## src/rtl/ror_seq_ctrl_if.sv

```systemverilog
// Requester-side bus for the shared rotate sequencer: two request/operand
// channels in, acks, status and the registered result with flags out.
interface ror_seq_ctrl_if;
  logic       req0;
  logic [4:0] a0;
  logic [2:0] shift0;
  logic       req1;
  logic [4:0] a1;
  logic [2:0] shift1;
  logic       ack0;
  logic       ack1;
  logic       busy;
  logic       done;
  logic       done_id;
  logic [4:0] z;
  logic       cf;
  logic       sf;
  logic       zf;

  modport master (
    output req0, a0, shift0, req1, a1, shift1,
    input  ack0, ack1, busy, done, done_id, z, cf, sf, zf
  );

  modport slave (
    input  req0, a0, shift0, req1, a1, shift1,
    output ack0, ack1, busy, done, done_id, z, cf, sf, zf
  );
endinterface

```

## src/rtl/ror_seq_ctrl.sv

```systemverilog
// Round-robin shared 5-bit rotate-right sequencer: one bit per clock,
// result and flags registered on completion with a tagged done strobe.
module ror_seq_ctrl (
  input  logic          clk,
  input  logic          rst_n,
  ror_seq_ctrl_if.slave bus
);

  localparam int unsigned DW = 5;
  localparam int unsigned CW = 3;

  typedef enum logic [1:0] {IDLE, ROT, DONE} state_t;

  state_t          state, state_next;
  logic [DW-1:0]   acc, acc_next;
  logic [CW-1:0]   rem, rem_next;
  logic            gid, gid_next;
  logic            prio, prio_next;

  logic            grant;
  logic            sel_id;
  logic [DW-1:0]   sel_a;
  logic [CW-1:0]   sel_shift;
  logic [CW-1:0]   sel_rem;

  // Arbitration: lone requester wins, contention resolved by prio.
  always_comb begin
    sel_id    = (bus.req0 & bus.req1) ? prio : bus.req1;
    sel_a     = sel_id ? bus.a1 : bus.a0;
    sel_shift = sel_id ? bus.shift1 : bus.shift0;
    sel_rem   = (sel_shift >= CW'(5)) ? CW'(sel_shift - CW'(5)) : sel_shift;
    grant     = (state == IDLE) & (bus.req0 | bus.req1);
  end

  always_ff @(posedge clk or negedge rst_n) begin
    if (!rst_n) state <= IDLE;
    else        state <= state_next;
  end

  always_comb begin
    state_next = state;
    case (state)
      IDLE: if (grant) state_next = (sel_rem != CW'(0)) ? ROT : DONE;
      ROT:  if (rem == CW'(1)) state_next = DONE;
      DONE: state_next = IDLE;
      default: state_next = IDLE;
    endcase
  end

  always_comb begin
    bus.ack0 = grant & ~sel_id;
    bus.ack1 = grant & sel_id;
  end

  // Datapath next values; rem only decrements while ROT, where it is >= 1.
  always_comb begin
    acc_next  = acc;
    rem_next  = rem;
    gid_next  = gid;
    prio_next = prio;
    case (state)
      IDLE: if (grant) begin
        acc_next  = sel_a;
        rem_next  = sel_rem;
        gid_next  = sel_id;
        prio_next = ~sel_id;
      end
      ROT: begin
        acc_next = {acc[0], acc[DW-1:1]};
        if (rem != CW'(0)) rem_next = CW'(rem - CW'(1));
      end
      default: ;
    endcase
  end

  always_ff @(posedge clk or negedge rst_n) begin
    if (!rst_n) begin
      acc  <= '0;
      rem  <= '0;
      gid  <= 1'b0;
      prio <= 1'b0;
    end else begin
      acc  <= acc_next;
      rem  <= rem_next;
      gid  <= gid_next;
      prio <= prio_next;
    end
  end

  // Result captured on entry to DONE so z is valid alongside the strobe.
  always_ff @(posedge clk or negedge rst_n) begin
    if (!rst_n) begin
      bus.busy    <= 1'b0;
      bus.done    <= 1'b0;
      bus.done_id <= 1'b0;
      bus.z       <= '0;
    end else begin
      bus.busy <= (state_next != IDLE);
      bus.done <= (state_next == DONE);
      if (state_next == DONE) begin
        bus.z       <= acc_next;
        bus.done_id <= gid_next;
      end
    end
  end

  assign bus.cf = 1'b0;
  assign bus.sf = bus.z[DW-1];
  assign bus.zf = (bus.z == DW'(0));

endmodule

```

## src/flat_wrapper.sv

```systemverilog
// flat-port wrapper written by rule: the top's interface ports become plain ports
module ror_seq_ctrl_flat 
  (clk, rst_n, bus_req0, bus_a0, bus_shift0, bus_req1, bus_a1, bus_shift1, bus_ack0, bus_ack1, bus_busy, bus_done, bus_done_id, bus_z, bus_cf, bus_sf, bus_zf);
  ror_seq_ctrl_if bus_i ();
  input  logic clk;
  input  logic rst_n;
  input wire logic [$bits(bus_i.req0)-1:0] bus_req0;
  input wire logic [$bits(bus_i.a0)-1:0] bus_a0;
  input wire logic [$bits(bus_i.shift0)-1:0] bus_shift0;
  input wire logic [$bits(bus_i.req1)-1:0] bus_req1;
  input wire logic [$bits(bus_i.a1)-1:0] bus_a1;
  input wire logic [$bits(bus_i.shift1)-1:0] bus_shift1;
  output wire logic [$bits(bus_i.ack0)-1:0] bus_ack0;
  output wire logic [$bits(bus_i.ack1)-1:0] bus_ack1;
  output wire logic [$bits(bus_i.busy)-1:0] bus_busy;
  output wire logic [$bits(bus_i.done)-1:0] bus_done;
  output wire logic [$bits(bus_i.done_id)-1:0] bus_done_id;
  output wire logic [$bits(bus_i.z)-1:0] bus_z;
  output wire logic [$bits(bus_i.cf)-1:0] bus_cf;
  output wire logic [$bits(bus_i.sf)-1:0] bus_sf;
  output wire logic [$bits(bus_i.zf)-1:0] bus_zf;
  assign bus_i.req0 = bus_req0;
  assign bus_i.a0 = bus_a0;
  assign bus_i.shift0 = bus_shift0;
  assign bus_i.req1 = bus_req1;
  assign bus_i.a1 = bus_a1;
  assign bus_i.shift1 = bus_shift1;
  assign bus_ack0 = bus_i.ack0;
  assign bus_ack1 = bus_i.ack1;
  assign bus_busy = bus_i.busy;
  assign bus_done = bus_i.done;
  assign bus_done_id = bus_i.done_id;
  assign bus_z = bus_i.z;
  assign bus_cf = bus_i.cf;
  assign bus_sf = bus_i.sf;
  assign bus_zf = bus_i.zf;
  ror_seq_ctrl u_core (.clk(clk), .rst_n(rst_n), .bus(bus_i));
endmodule
```

## config.mk

```make
export PLATFORM = sky130hd
export DESIGN_NAME = ror_seq_ctrl_flat
export DESIGN_NICKNAME = d
export VERILOG_FILES = /design/src/rtl/ror_seq_ctrl_if.sv /design/src/rtl/ror_seq_ctrl.sv /design/src/flat_wrapper.sv
export SDC_FILE = /design/constraint.sdc
export NUM_CORES = 1
export LEC_CHECK = 0
export ABC_AREA = 1
export BUFFER_PORTS_ARGS = -buffer_cell sky130_fd_sc_hd__buf_2
export CORE_MARGIN = 2
export CORE_UTILIZATION = 51
export DETAILED_ROUTE_END_ITERATION = 7
export MAX_ROUTING_LAYER = met4
export PLACE_DENSITY_LB_ADDON = 0.08
export SETUP_SLACK_MARGIN = 0.1
export SYNTH_ARGS = -nofsm -noshare
export SYNTH_HDL_FRONTEND = slang
export SYNTH_SLANG_ARGS = --single-unit
```

## constraint.sdc

```tcl
create_clock -name clk -period 1.5 [get_ports clk]
set_input_delay 0.075 -clock clk [delete_from_list [all_inputs] [get_ports clk]]
set_output_delay 0.075 -clock clk [all_outputs]
set_load 0.1 [all_outputs]
```

After elaboration in Yosys (flattened, before gate mapping)
Index checks and enable logic that the tools add are counted.
{"block": "op_classes", "order_cmp": 1, "muxes": 15, "n_bitwise": 6, "n_reduce_logical": 8, "n_addsub": 2, "n_eq_ne": 5}
{"op": "2-to-1 mux 3 bit", "count": 4}
{"op": "2-to-1 mux 5 bit", "count": 2}
{"op": "case mux 5 bit (2 select lines)", "count": 1}
{"op": "2-to-1 mux 2 bit", "count": 3}
{"op": "case mux 3 bit (2 select lines)", "count": 1}
{"op": "nonzero test 3 bit", "count": 2}
{"op": "zero test 5 bit", "count": 1}
{"op": "bitwise AND 1 bit", "count": 4}
{"op": "inequality test 2 x 1 -> 1 bit (second input constant)", "count": 2}
{"op": "case mux 2 bit (2 select lines)", "count": 1}
{"op": "nonzero test 2 bit", "count": 2}
{"op": "equality test 3 x 1 -> 1 bit (second input constant)", "count": 1}
{"op": "greater-or-equal comparator 3 bit (second input constant)", "count": 1}
{"op": "2-to-1 mux 1 bit", "count": 3}
{"op": "AND reduction 3 bit", "count": 1}
{"op": "subtractor 3 x 1 -> 3 bit (second input constant)", "count": 1}
{"op": "subtractor 3 bit (second input constant)", "count": 1}
{"op": "equality test 2 x 1 -> 1 bit (second input constant)", "count": 1}
{"op": "equality test 2 bit (second input constant)", "count": 1}
{"op": "zero test 2 bit", "count": 1}
{"op": "AND reduction 2 bit", "count": 1}
{"op": "NOT 1 bit", "count": 1}
{"op": "bitwise OR 1 bit", "count": 1}
{"block": "word_totals", "word_cells": 46, "output_inout_bits": 13, "reg_bits": 20, "input_bits": 20}

Logic depth before layout (Yosys ltp)
Gate-level depths: netlist of run 1.
{"block": "logic_depth", "word_depth": 10, "mapped_depth": 10, "mapped_depth_nobuf": 10}

Worst setup path before layout of run 1
Ideal clock, no wire load.
{"block": "synth_timing", "kind": "register to output", "startpoint": "reg u_core.bus.z[2]", "endpoint": "out bus_zf", "path_buffers": 0, "arrival_ps": 3241, "stages_incl_launch_ff": 3, "setup_slack_ps": -1816, "required_ps": 1425, "path_cell_list": "dfrtp_1 -> nor3_1 -> nor3b_1"}
{"block": "synth_via", "elab_chain_len": 1}
{"item": "start: declaration", "line": "ror_seq_ctrl_if.sv:27", "rtl": "output ack0, ack1, busy, done, done_id, z, cf, sf, zf"}
{"item": "start signal: assignment", "line": "ror_seq_ctrl.sv:101", "rtl": "bus.z <= acc_next;"}
{"item": "zero test 5 bit", "line": "ror_seq_ctrl.sv:109", "rtl": "assign bus.zf = (bus.z == DW'(0));"}
{"item": "end: declaration", "line": "flat_wrapper.sv:21", "rtl": "output wire logic [$bits(bus_i.zf)-1:0] bus_zf;"}
Every way passes these cells.

Worst setup path in the final report of run 1
{"block": "layout_timing", "startpoint": "reg u_core.bus.z[4]", "endpoint": "out bus_zf"}
Same word-level chain as after synthesis.

==> impl_metrics.ini, run 1 <==
[timing]
rsz0062_at_grt = true
max_clock_freq_mhz = 670
post-route-min-period_ns = 1.49
period_share_pct = 99.6
setup-violations-final = 0
hold_violations = 0
skew_ns = 0.00179
slew_violations = 0

[finish]
antenna_cells = 0
fin_nets = 236
final_util_pct = 74.9
multi_input_area_um2 = 733
layout-drive-gt1-share_pct = 44.8
regArea_um2 = 515
nFillCells = 179
syn_to_final_growth_pct = 36.2

[die]
die_x_um = 53.5
dieArea_um2 = 2870
initial_core_util_pct = 55.0
die_h_um = 53.5
rows = 17
io_pins = 33
core_um2 = 2280

[run]
cap_violations = 0

[synthesis]
avgSynthCellArea_um2 = 7.49
ys_ff_latch = 20
synth_cells = 167
yosys_warnings = 0
synth_cell_type_count = 28
synthesis.area_um2 = 1250
yosysSeqAreaShare_pct = 40.0
syn_nets = 190

[detailed_routing]
wl_per_cell_um = 11.8
wirelength_mm = 2.83
drt-met1-wl_mm = 1.35
vias = 1176
met2WireLength_mm = 1.31
initialDrtViolationCount = 13
wl_met3_um = 158
drt_pass1_iterations = 4
routed.top_layer = met4
drc = 0
postRouteAntennaNets = 0
viasPerCell = 4.90

[grt]
grt_max_degree = 21
grtUsageTotal_pct = 22.6
grt_pass1_wl_mm = 4.56
antenna_found_initial = 0
globalRouteOverflowTotal = 0
grt_pass1_vias = 1121

[setup_path]
cpMaxStageDelayCell = dfrtp_4
worstPathMaxFanout = 2
cp_data_required_time_ns = 1.42
path_buf_inv = 1
critical_path_arrival_ns = 1.42
cpPeakStageDelay_ns = 0.50
endpoint_kind = primary output
startpoint_type = register
path_delay_family = flip-flops
crit_type = reg2out
crit_path_cell_trace = nor3_2, nor3b_4, buf_12

[power]
comb_power_share_pct = 70.5
powerDensity_nw_per_um2 = 2540
p_total_mw = 4.33
peakVddDrop_mv = 1.95
p_clk_share_pct = 7.3
netSwitchingFraction_pct = 56.1
internal_power_mw = 1.90
p_leak_nw = 0.904
p_switching_mw = 2.43
seqPwrFrac_pct = 22.2

[place]
routabilityCongestion = 0.824
port_buffers = 31
hpwl_mm = 2.03

[worst_hold_path]
hp-class = in2reg

[clocking]
root_buffer = clkbuf_4
htree_levels = 1
clock-sinks = 20
tritoncts = yes
cts_buffers = 3
clockBufferDepth = 2
cts.reportedPaths.clkPinSlew_ns = 0.11
clk_latency_ns = 0.30

[outcome]
status = finished clean
[cell usage in the layout (no fill, tap or decap), drive strengths merged]
cell type     n
a21oi         7
a31oi         1
buf          44
clkbuf        4
conb          1
dfrtp        20
dlygate4sd3   1
ha            3
inv          18
nand2        77
nand3        14
nand3b        2
nand4         1
nor2         10
nor3          1
nor3b         1
o211ai        1
o21ai         5
o21bai        1
[per-stage QoR]
step	hold slack, ns	setup slack, ns	setup TNS, ns	cells	cell area (um^2)
2_1_floorplan	-0.221	-0.253	-1.40	167	1290
3_3_place_gp	0.0438	0.130	0	226	1520
3_5_place_dp	0.0516	0.0617	0	226	1520
4_1_cts	0.110	-0.00179	-0.00179	237	1630
5_1_grt	0.134	-0.0451	-0.267	240	1700
6_report	0.0992	0.00641	0	240	1700
[worst reg2reg max path, stage by stage (launching register included)]
cell and delay [ns]:
dfrtp_2 0.45, nor2_4 0.18, nand2_4 0.10, nor2_4 0.11, buf_4 0.13, nand2_1 0.05
nand3_1 0.08, nand2_1 0.08, nand2_2 0.08, nand2_2 0.05, nand2_1 0.05
[Yosys cell counts]
| master | n | share of area, % |
|---|---|---|
| nor2_2 | 3 | 1.5 |
| nand2_1 | 67 | 20 |
| o21bai_1 | 1 | 0.60 |
| nand3b_1 | 2 | 1.2 |
| nand2_2 | 7 | 3.5 |
| inv_1 | 11 | 3.3 |
| nor3b_1 | 1 | 0.60 |
| nor2_1 | 5 | 1.5 |
| dfrtp_1 | 20 | 40 |
| nor2_4 | 2 | 1.8 |
| conb_1 | 1 | 0.30 |
| inv_2 | 6 | 1.8 |
| buf_6 | 1 | 0.90 |
| nand2_4 | 3 | 2.7 |
| buf_2 | 1 | 0.40 |
| nand3_1 | 14 | 5.6 |
| o21ai_0 | 3 | 1.2 |
| ha_1 | 3 | 3.0 |
| o211ai_1 | 1 | 0.60 |
| nor3_1 | 1 | 0.40 |
| nand4_4 | 1 | 1.7 |
| inv_4 | 1 | 0.50 |
| a21oi_2 | 2 | 1.4 |
| a21oi_1 | 5 | 2.0 |
| o21ai_4 | 1 | 1.3 |
| o21ai_1 | 1 | 0.40 |
| a31oi_1 | 1 | 0.50 |
| buf_4 | 2 | 1.2 |
[sequential cells by signal (all words and copies together) (netlist names)]
signal,flops
u_core.bus.done_id,1
u_core.acc,5
u_core.bus.busy,1
u_core.rem,3
u_core.gid,1
u_core.prio,1
u_core.state,2
u_core.bus.done,1
u_core.bus.z,5
[power groups by stage]
stage / Sequential, mW / Combinational, mW / Clock [mW]
floorplan: 1.53 / 1.55 / 0
finish: 0.961 / 3.05 / 0.317
detailed placement: 0.981 / 2.69 / 0
global placement: 0.976 / 2.65 / 0
CTS: 0.957 / 2.84 / 0.318
global route: 0.991 / 3.29 / 0.347
[layout make-up]
type                    count  area share [%]
well taps                  28            2.06
clock buffers               4            2.13
flip-flops and latches     20            30.2
inverters                  18            4.26
multi-input cells         125            43.0
repair buffers             45            18.3
[final timing paths]
check | startpoint | endpoint | slack, ns | depth (start not counted)
setup / recovery | u_core.bus.z[4] | bus_zf | 0.006 | 3
setup reg to reg | u_core.state[1] | u_core.bus.z[0] | 0.09 | 10
max in group asynchronous | rst_n | u_core.bus.z[3] | 0.92 | 2
min in group asynchronous | rst_n | u_core.bus.z[2] | 0.24 | 2
hold reg to reg | u_core.bus.done_id | u_core.bus.done_id | 0.54 | 2
hold / removal | bus_a0[3] | u_core.acc[3] | 0.1 | 5
[kinds of logic after synthesis]
| kind of cell | share of synthesized area [%] |
|---|---|
| AND/OR/NAND/NOR | 40.6 |
| AO/OA/AOI/OAI | 8.00 |
| other | 0.300 |
| flip-flops | 40.0 |
| buffers and inverters | 8.10 |
| adder cells (fa/ha/maj) | 3.00 |
[per-layer routing]
metal,vias to the layer above,track usage [%]
met2,34,39.9
met1,528,27.9
met4,0,5.13
met3,2,2.50
met5,-,-
li1,612,-
[what timing repair did]
item / CTS / global route
buffers inserted: 6 / 3
endpoints found under the hold margin: 20 / 0
resized for setup: 6 / 16
hold buffers: 1 / 0
pin swaps: 8 / 9
setup endpoints to repair: 10 / 18
(Power assumes the default switching activity.)
==> inputs of run 2 (changes only) <==
--- a/config.mk
+++ b/config.mk
@@ -7,9 +7,11 @@
 export LEC_CHECK = 0
 export ABC_AREA = 1
 export BUFFER_PORTS_ARGS = -buffer_cell sky130_fd_sc_hd__buf_2
+export CORE_ASPECT_RATIO = 0.9
 export CORE_MARGIN = 2
 export CORE_UTILIZATION = 51
 export DETAILED_ROUTE_END_ITERATION = 7
+export HOLD_SLACK_MARGIN = 0.03
 export MAX_ROUTING_LAYER = met4
 export PLACE_DENSITY_LB_ADDON = 0.08
 export SETUP_SLACK_MARGIN = 0.1
==> run 2 against run 1 <==
Clock skew rose by 0.00053 ns. Critical path type unchanged. Via count is 2.6% higher. Worst setup slack got worse by 0.0019 ns.
==> impl_metrics.ini, run 2 (synthesis gave the netlist of run 1 again) <==
[outcome]
status = finished clean

[timing]
slew_violations = 0
hold_slack_ns = 0.125
hold_violations = 0
period_share_pct = 99.7
max_clock_freq_mhz = 669
rsz0062_at_grt = true
setup-violations-final = 0
skew_ns = 0.00232
post-route-min-period_ns = 1.50

[clocking]
cts_buffers = 3
tritoncts = yes
htree_levels = 1
clockBufferDepth = 2
clk_latency_ns = 0.30
root_buffer = clkbuf_4
clock-sinks = 20
cts.reportedPaths.clkPinSlew_ns = 0.12

[die]
dieArea_um2 = 2870
initial_core_util_pct = 52.5
die_x_um = 56.2
die_h_um = 51.0
io_pins = 33
core_um2 = 2380
rows = 17

[setup_path]
cpMaxStageDelayCell = dfrtp_4
startpoint_type = register
r2r_slack_ns = 0.06
critical_path_arrival_ns = 1.42
startpoint = u_core.bus.z[4]
cp_data_required_time_ns = 1.42
r2r-start = u_core.prio
endpoint_kind = primary output
crit_type = reg2out
crit_path_cell_trace = nor3_4, nor3b_4, buf_12
cpPeakStageDelay_ns = 0.51
worstPathMaxFanout = 2

[grt]
grt_pass1_wl_mm = 4.87
grt_max_degree = 21
grt_pass1_vias = 1147
top_usage_layer = met2
grtUsageMet2_pct = 34.1
globalRouteOverflowTotal = 0
grt_use_met1_pct = 28.7
grtUsageTotal_pct = 22.1
antenna_found_initial = 0
grt_util_met3_pct = 3.29

[place]
place_area_um2 = 1510
hpwl_mm = 2.03
dp.cells = 225
port_buffers = 31
routabilityCongestion = 0.801

[finish]
final_common_cell = nand2_1
layout-drive-gt1-share_pct = 45.5
postLayoutCellArea_um2 = 1760
fin_nets = 237
reg.largest.list = u_core.acc: 5 flops, u_core.bus.z: 5 flops, u_core.rem: 3 flops
final_cell_mix = 58 x nand2_1, 26 x buf_2, 14 x dfrtp_1
antenna_cells = 0
final_util_pct = 73.9
syn_to_final_growth_pct = 40.8
nFillCells = 181
final_cells = 241

[power]
internal_power_mw = 2.07
powerDensity_nw_per_um2 = 2570
seqPwrFrac_pct = 21.4
p_clk_share_pct = 9.8
netSwitchingFraction_pct = 54.2
comb_power_share_pct = 68.9
p_leak_nw = 0.932
peakVddDrop_mv = 2.43
p_switching_mw = 2.45

[detailed_routing]
initialDrtViolationCount = 65
drc = 0
wl_per_cell_um = 12.2
postRouteAntennaNets = 0
drt_pass1_iterations = 5
viasPerCell = 5.00
vias = 1206
wirelength_mm = 2.95

[worst_hold_path]
hp-class = in2reg
min-delay-start = bus_a0[4]

[run]
cap_violations = 0
[run 2: changes by cell type in the layout (fill, tap and decap cells not counted), moves of 2 or more]
cell and change:
buf_2 -2, buf_4 -2, buf_6 +3, clkbuf_4 +2, nand2_2 -3, nand2_4 +2
[run 2: final timing paths]
kind,endpoint,cells after the start
max,bus_zf,3
min,u_core.acc[4],5
max reg2reg,u_core.bus.done_id,9
min reg2reg,u_core.bus.done_id,2
max in group asynchronous,u_core.bus.z[2],2
min in group asynchronous,u_core.bus.z[3],2
[run 2: final cells by class]
cell class	count	area, um^2	share of cell area (%)
Clock buffer	3	22.5	1.28
Clock inverter	1	30.0	1.70
Inverter	18	75.1	4.26
Multi-Input combinational cell	125	748	42.5
Sequential cell	20	515	29.3
Tap cell	28	35.0	1.99
Timing Repair Buffer	46	335	19.0
[run 2: worst max-delay path, delay by kind of cell, from the launching register on]
| family | cells | cell delay, ns |
|---|---|---|
| and+or+nand+nor | 2 | 0.40 |
| DFF | 1 | 0.51 |
| buffers and inverters | 1 | 0.20 |
[run 2: metal layers]
layer	share of wire [%]	vias up
li1	-	612
met5	0	-
met4	2.0	0
met3	5.1	8
met2	46	34
met1	47	552
[run 2: what timing repair did]
item / 4_1_cts / 5_1_grt
pin swaps: 7 / 13
endpoints found under the setup margin: 9 / 12
endpoints found under the hold margin: 20 / 0
gates resized for setup: 6 / 25
hold buffers: 1 / 0
buffers inserted: 6 / 5
[run 2: metrics by stage]
step	TNS (ns)	worst slack [ns]	total power, mW
final	0	0.00455	4.52
after CTS	-0.0139	-0.0139	4.23
after detailed placement	0	0.0629	3.65
after global placement	0	0.119	3.61
after floorplan	-1.40	-0.253	3.08
after global routing	-0.282	-0.0663	4.85
[run 2: power groups by stage]
stage	clock (mW)	combinational (mW)	sequential (mW)
4_1_cts	0.449	2.83	0.957
3_5_place_dp	0	2.67	0.984
5_1_grt	0.475	3.38	1.00
3_3_place_gp	0	2.63	0.982
6_report	0.442	3.12	0.967
2_1_floorplan	0	1.55	1.53
